$ cat src/rtl/axis_arb_pkg.sv
// rtl/axis_arb_pkg.sv - shared types and round-robin helper for stream arbiters
package axis_arb_pkg;

  typedef enum logic {IDLE, LOCK} arb_state_t;

  localparam int RR_MAXN = 16;

  // Scans last+1, last+2, ... modulo n; returns last itself when nothing requests.
  function automatic logic [3:0] rr_pick(input logic [15:0] req, input logic [3:0] last,
                                         input int n);
    logic [3:0] pick;
    int k;
    pick = last;
    for (int i = RR_MAXN; i >= 1; i--) begin
      if (i <= n) begin
        k = (int'(last) + i) % n;
        if (req[k[3:0]]) pick = k[3:0];
      end
    end
    return pick;
  endfunction

endpackage

$ cat src/rtl/rr_priority_sel.sv
// rtl/rr_priority_sel.sv - combinational round-robin picker starting after the last winner
module rr_priority_sel
  import axis_arb_pkg::*;
#(
  parameter int N   = 4,
  parameter int IDW = 2
) (
  input  logic [N-1:0]   req,
  input  logic [IDW-1:0] last,
  output logic [IDW-1:0] idx,
  output logic           any
);

  assign idx = IDW'(rr_pick(16'(req), 4'(last), N));
  assign any = |req;

endmodule

$ cat src/rtl/axis_pkt_arbiter.sv
// rtl/axis_pkt_arbiter.sv - N:1 stream arbiter, round-robin grants locked for a whole packet
module axis_pkt_arbiter
  import axis_arb_pkg::*;
#(
  parameter int N   = 4,
  parameter int DW  = 16,
  parameter int IDW = 2,
  parameter int CW  = 16
) (
  input  logic            clk,
  input  logic            rst,
  input  logic [N*DW-1:0] s_tdata,
  input  logic [N-1:0]    s_tvalid,
  input  logic [N-1:0]    s_tlast,
  output logic [N-1:0]    s_tready,
  output logic [DW-1:0]   m_tdata,
  output logic            m_tvalid,
  output logic            m_tlast,
  output logic [IDW-1:0]  m_tid,
  input  logic            m_tready,
  output logic            busy,
  output logic [CW-1:0]   pkt_cnt
);

  arb_state_t     state;
  logic [IDW-1:0] grant;
  logic [IDW-1:0] last_grant;
  logic [IDW-1:0] pick_idx;
  logic           pick_any;
  logic           lock;

  rr_priority_sel #(.N(N), .IDW(IDW)) u_sel (
    .req  (s_tvalid),
    .last (last_grant),
    .idx  (pick_idx),
    .any  (pick_any)
  );

  assign lock  = (state == LOCK);
  assign busy  = lock;
  assign m_tid = grant;

  // Zero-latency datapath: the granted source is wired straight through while locked.
  always_comb begin
    m_tdata  = '0;
    m_tvalid = 1'b0;
    m_tlast  = 1'b0;
    s_tready = '0;
    if (lock) begin
      m_tdata         = s_tdata[grant*DW +: DW];
      m_tvalid        = s_tvalid[grant];
      m_tlast         = s_tlast[grant];
      s_tready[grant] = m_tready;
    end
  end

  always_ff @(posedge clk) begin
    if (rst) begin
      state      <= IDLE;
      grant      <= '0;
      last_grant <= IDW'(N - 1);
      pkt_cnt    <= '0;
    end else begin
      case (state)
        IDLE: begin
          if (pick_any) begin
            grant <= pick_idx;
            state <= LOCK;
          end
        end
        LOCK: begin
          // Lock releases only on the accepted tlast beat; stalls and gaps keep it.
          if (m_tvalid && m_tready && m_tlast) begin
            last_grant <= grant;
            pkt_cnt    <= pkt_cnt + CW'(1);
            state      <= IDLE;
          end
        end
        default: state <= IDLE;
      endcase
    end
  end

endmodule

$ cat config.mk
export PLATFORM = sky130hd
export DESIGN_NAME = axis_pkt_arbiter
export DESIGN_NICKNAME = d
export VERILOG_FILES = /design/src/rtl/axis_arb_pkg.sv /design/src/rtl/rr_priority_sel.sv /design/src/rtl/axis_pkt_arbiter.sv
export SDC_FILE = /design/constraint.sdc
export NUM_CORES = 1
export LEC_CHECK = 0
export CAP_MARGIN = 25
export CORE_MARGIN = 4
export CORE_UTILIZATION = 33
export DETAILED_ROUTE_END_ITERATION = 10
export GPL_TIMING_DRIVEN = 0
export PLACE_DENSITY = 0.76
export SLEW_MARGIN = 20
export SYNTH_ARGS = -nofsm -noshare
export SYNTH_HDL_FRONTEND = slang
export SYNTH_SLANG_ARGS = --single-unit
$ cat constraint.sdc
create_clock -name clk -period 1.8 [get_ports clk]
set_input_delay 0.18 -clock clk [delete_from_list [all_inputs] [get_ports clk]]
set_output_delay 0.18 -clock clk [all_outputs]
set_load 0.05 [all_outputs]
==> impl_metrics.py <==
metrics = {
    "setup_path": {
        "worstPathRequired_ns": 1.62,
        "critical_path.max_fanout": 5,
        "reg2reg_depth": 6,
        "slowest_stage": "mux4_2",
        "r2r_end": "pkt_cnt[14]",
        "reg2reg_slack_ns": -0.07,
        "cpPeakStageDelay_ns": 0.48,
        "cp_common_cell": "buf_12",
        "path_class": "reg2out",
        "worstPathArrival_ns": 1.71,
        "critPathCaptureType": "output port",
        "reg2reg_from": "m_tid[0]",
        "cp_cell_sequence": "buf_12 -> buf_12 -> mux4_2 -> and2_4 -> buf_6",
        "worstSetupStartpointType": "register",
    },
    "floorplanning": {
        "io_pins": 116,
        "rows": 26,
        "die_w_um": 81.0,
        "start_util_pct": 34.2,
        "fp.dieH_um": 81.0,
        "dieArea_mm2": 0.00655,
        "coreArea_mm2": 0.00514,
    },
    "cts": {
        "tritoncts": "done",
        "clockRootBuffer": "clkbuf_8",
        "worstSkewPairLatency_ns": 0.26,
        "hold_buffers": 0,
        "clk_pin_slew_ns": 0.08,
        "cts.sinks": 21,
        "htreeDepth": 1,
        "numCtsBuffers": 3,
        "clock_path_buffers": 2,
    },
    "sta": {
        "fin_skew_ns": 0.00100,
        "tightest_slew_ns": 0.509,
        "rsz0062_at_grt": "true",
        "setup_slack_ns": -0.0931,
        "setup_viol": 26,
        "clock.fmax_ghz": 0.528,
        "slew-limit-headroom_pct": 66.0,
        "finalMaxSlewViolations": 0,
        "finalHoldViolations": 0,
        "period_share_pct": 105,
        "period_needed_ns": 1.89,
        "fin_tns_setup_ns": -1.42,
    },
    "detailed_routing": {
        "met2_length_um": 3430,
        "route.met3.wl_um": 632,
        "routed_wl_um": 6670,
        "drc": 0,
        "vias": 2153,
        "post_drt_via_cell_ratio": 5.56,
        "wl_met1_um": 2520,
        "wl_per_cell_um": 17.2,
        "drt_iter0_drc": 181,
        "top_layer_used": "met4",
        "drt.antenna.violating_nets": 0,
        "first_pass_iters": 4,
    },
    "placement": {
        "place.gp.congestion": 0.887,
        "dpl_cell_area_mm2": 0.00310,
        "dp_slack_ns": -0.526,
        "port_buffers": 115,
        "hpwlAfterDp_um": 5110,
        "dp_cells": 377,
    },
    "synthesis": {
        "ys_seq_area_share_pct": 23.9,
        "ys_types": 42,
        "synthesis.nets": 268,
        "synth_top_area_share_pct": 23.9,
        "synth_xor_area_share_pct": 0,
        "ys_warn_count": 0,
        "ys_seq_elements": 21,
        "synth_edf_count": 0,
        "yosysMostFrequentCell": "dfxtp_1",
        "synth_compound_area_share_pct": 14.7,
        "synth-simple-area-share_pct": 27.5,
        "muxShareOfSynthArea_pct": 26.8,
        "synth_area_mm2": 0.00176,
        "yosys-top-cells-count": "dfxtp_1 (21), and2_1 (18), a21oi_1 (16), mux4_2 (16), nor2_1 (11)",
        "synth_top_area_cell": "dfxtp_1",
        "synth.area.top_cells": "dfxtp_1 (24%), mux4_2 (21%), and2_1 (6.4%)",
        "synth_fa_ha_area_share_pct": 0.712,
        "ys.flop_type": "dfxtp_1",
        "synth_top_family_by_area": "simple AND/OR/NAND/NOR gates",
        "synth_area_per_cell_um2": 9.15,
        "synthCells": 192,
        "async_reset_ff_share_pct": 0,
    },
    "status": {
        "violations": "negative setup slack",
        "status": "finished, violations left",
    },
    "global_route": {
        "antenna_found_initial": 0,
        "grt_pass1_wl_um": 10400,
        "gr-total-overflow": 0,
        "grt.total_usage_pct": 20.1,
        "grt_max_degree": 12,
        "grt_pass1_vias": 2117,
    },
    "finish": {
        "area_delta_synth_final_pct": 95.4,
        "drive_above_1_share_pct": 35.6,
        "nFillCells": 453,
        "multi_input_area_mm2": 0.00138,
        "finalNonFillerCells": 387,
        "antenna_cells": 0,
        "final_cell_area_mm2": 0.00343,
        "seq_area_um2": 464,
        "nets": 394,
        "utilization_pct": 66.8,
    },
    "run": {
        "drv_cap": 0,
    },
    "hold_path": {
        "hold_class": "reg2reg",
        "hp-start": "pkt_cnt[13]",
        "holdPathStages": 2,
        "hold_end": "pkt_cnt[13]",
    },
    "pwr": {
        "leakagePower_nw": 1.23,
        "power_density_mw_per_mm2": 502,
        "vdd_drop_max_v": 0.000253,
    },
}
-- where the power goes --
| part | internal (mW) | switching, mW | total (mW) |
|---|---|---|---|
| Sequential | 0.466 | 0.0194 | 0.486 |
| Combinational | 0.493 | 0.434 | 0.927 |
| Clock | 0.158 | 0.153 | 0.311 |
-- cell type report --
cell class,instances,share of cell area [%]
multi-input combinational,151,40.1
timing repair buffer,122,37.1
sequential,21,13.5
buffer,15,4.96
tap,70,2.55
clock buffer,4,1.31
inverter,4,0.437
-- worst max path at each step --
| stage | startpoint | to | slack, ns | depth (start not counted) |
|---|---|---|---|---|
| 6_report | m_tid[0] | m_tdata[8] | -0.09 | 5 |
| 5_1_grt | m_tid[0] | m_tdata[8] | -0.13 | 5 |
| 4_1_cts | m_tid[0] | m_tdata[1] | -0.10 | 5 |
| 3_5_place_dp | m_tid[1] | m_tdata[8] | -0.53 | 5 |
| 3_3_place_gp | m_tid[0] | m_tdata[3] | -0.52 | 5 |
| 2_1_floorplan | pkt_cnt[9] | pkt_cnt[15] | 0.002 | 4 |
-- placed cells by master (no fill, tap or decap), drive strengths merged, types with 2 or more instances in the layout --
| cell | netlist | final |
|---|---|---|
| clkdlybuf4s50 | 0 | 92 |
| buf | 7 | 31 |
| dfxtp | 21 | 21 |
| and2 | 18 | 18 |
| mux4 | 16 | 16 |
| a21oi | 16 | 16 |
| clkbuf | 7 | 14 |
| nor2 | 11 | 11 |
| nand3 | 10 | 10 |
| or4 | 10 | 10 |
| o31ai | 9 | 9 |
| nand2 | 6 | 6 |
| nand4 | 6 | 6 |
| o21ai | 6 | 6 |
| and3 | 5 | 5 |
| mux2 | 5 | 5 |
| mux2i | 5 | 5 |
| inv | 4 | 4 |
| nor2b | 4 | 4 |
| nand2b | 3 | 3 |
| nor4 | 3 | 3 |
| nand3b | 2 | 2 |
| dlygate4sd1 | 2 | 2 |
| or3 | 2 | 2 |
| o311ai | 2 | 2 |
-- flip-flops by register name, summed over array words and instances (netlist names) --
signal and flops:
pkt_cnt 16, last_grant 2, m_tid 2, busy 1
-- critical path, delay by kind of cell (launching register included) --
kind | cells | cell delay [ns]
multiplexers | 1 | 0.48
flip-flops | 1 | 0.41
buffers and inverters | 3 | 0.37
AND/OR/NAND/NOR | 1 | 0.18
-- kinds of logic after synthesis --
kind of cell	count (synthesis)
buffers and inverters	20
AOI/OAI and AO/OA	41
and+or+nand+nor	83
muxes	26
DFF	21
adders and majority gates	1
-- per-layer routing --
layer | global-route usage [%] | vias up
met3 | 5.43 | 10
met1 | 24.9 | 1039
met5 | 0 | -
met2 | 35.5 | 107
met4 | 2.87 | 0
li1 | - | 997
-- metrics by stage --
step / power (mW) / hold WS [ns]
after floorplan: 0.955 / 0.406
after global placement: 1.27 / 0.477
after detailed placement: 1.28 / 0.481
after CTS: 1.71 / 0.498
after global routing: 1.79 / 0.514
final: 1.72 / 0.504
-- timing repair --
item	CTS	global route
pin swaps	9	3
endpoints found under the hold margin	0	0
endpoints found under the setup margin	35	37
setup buffers	4	1
cloned	2	1
gates resized for setup	175	27
No activity file was read; power rests on OpenSTA's default activity.
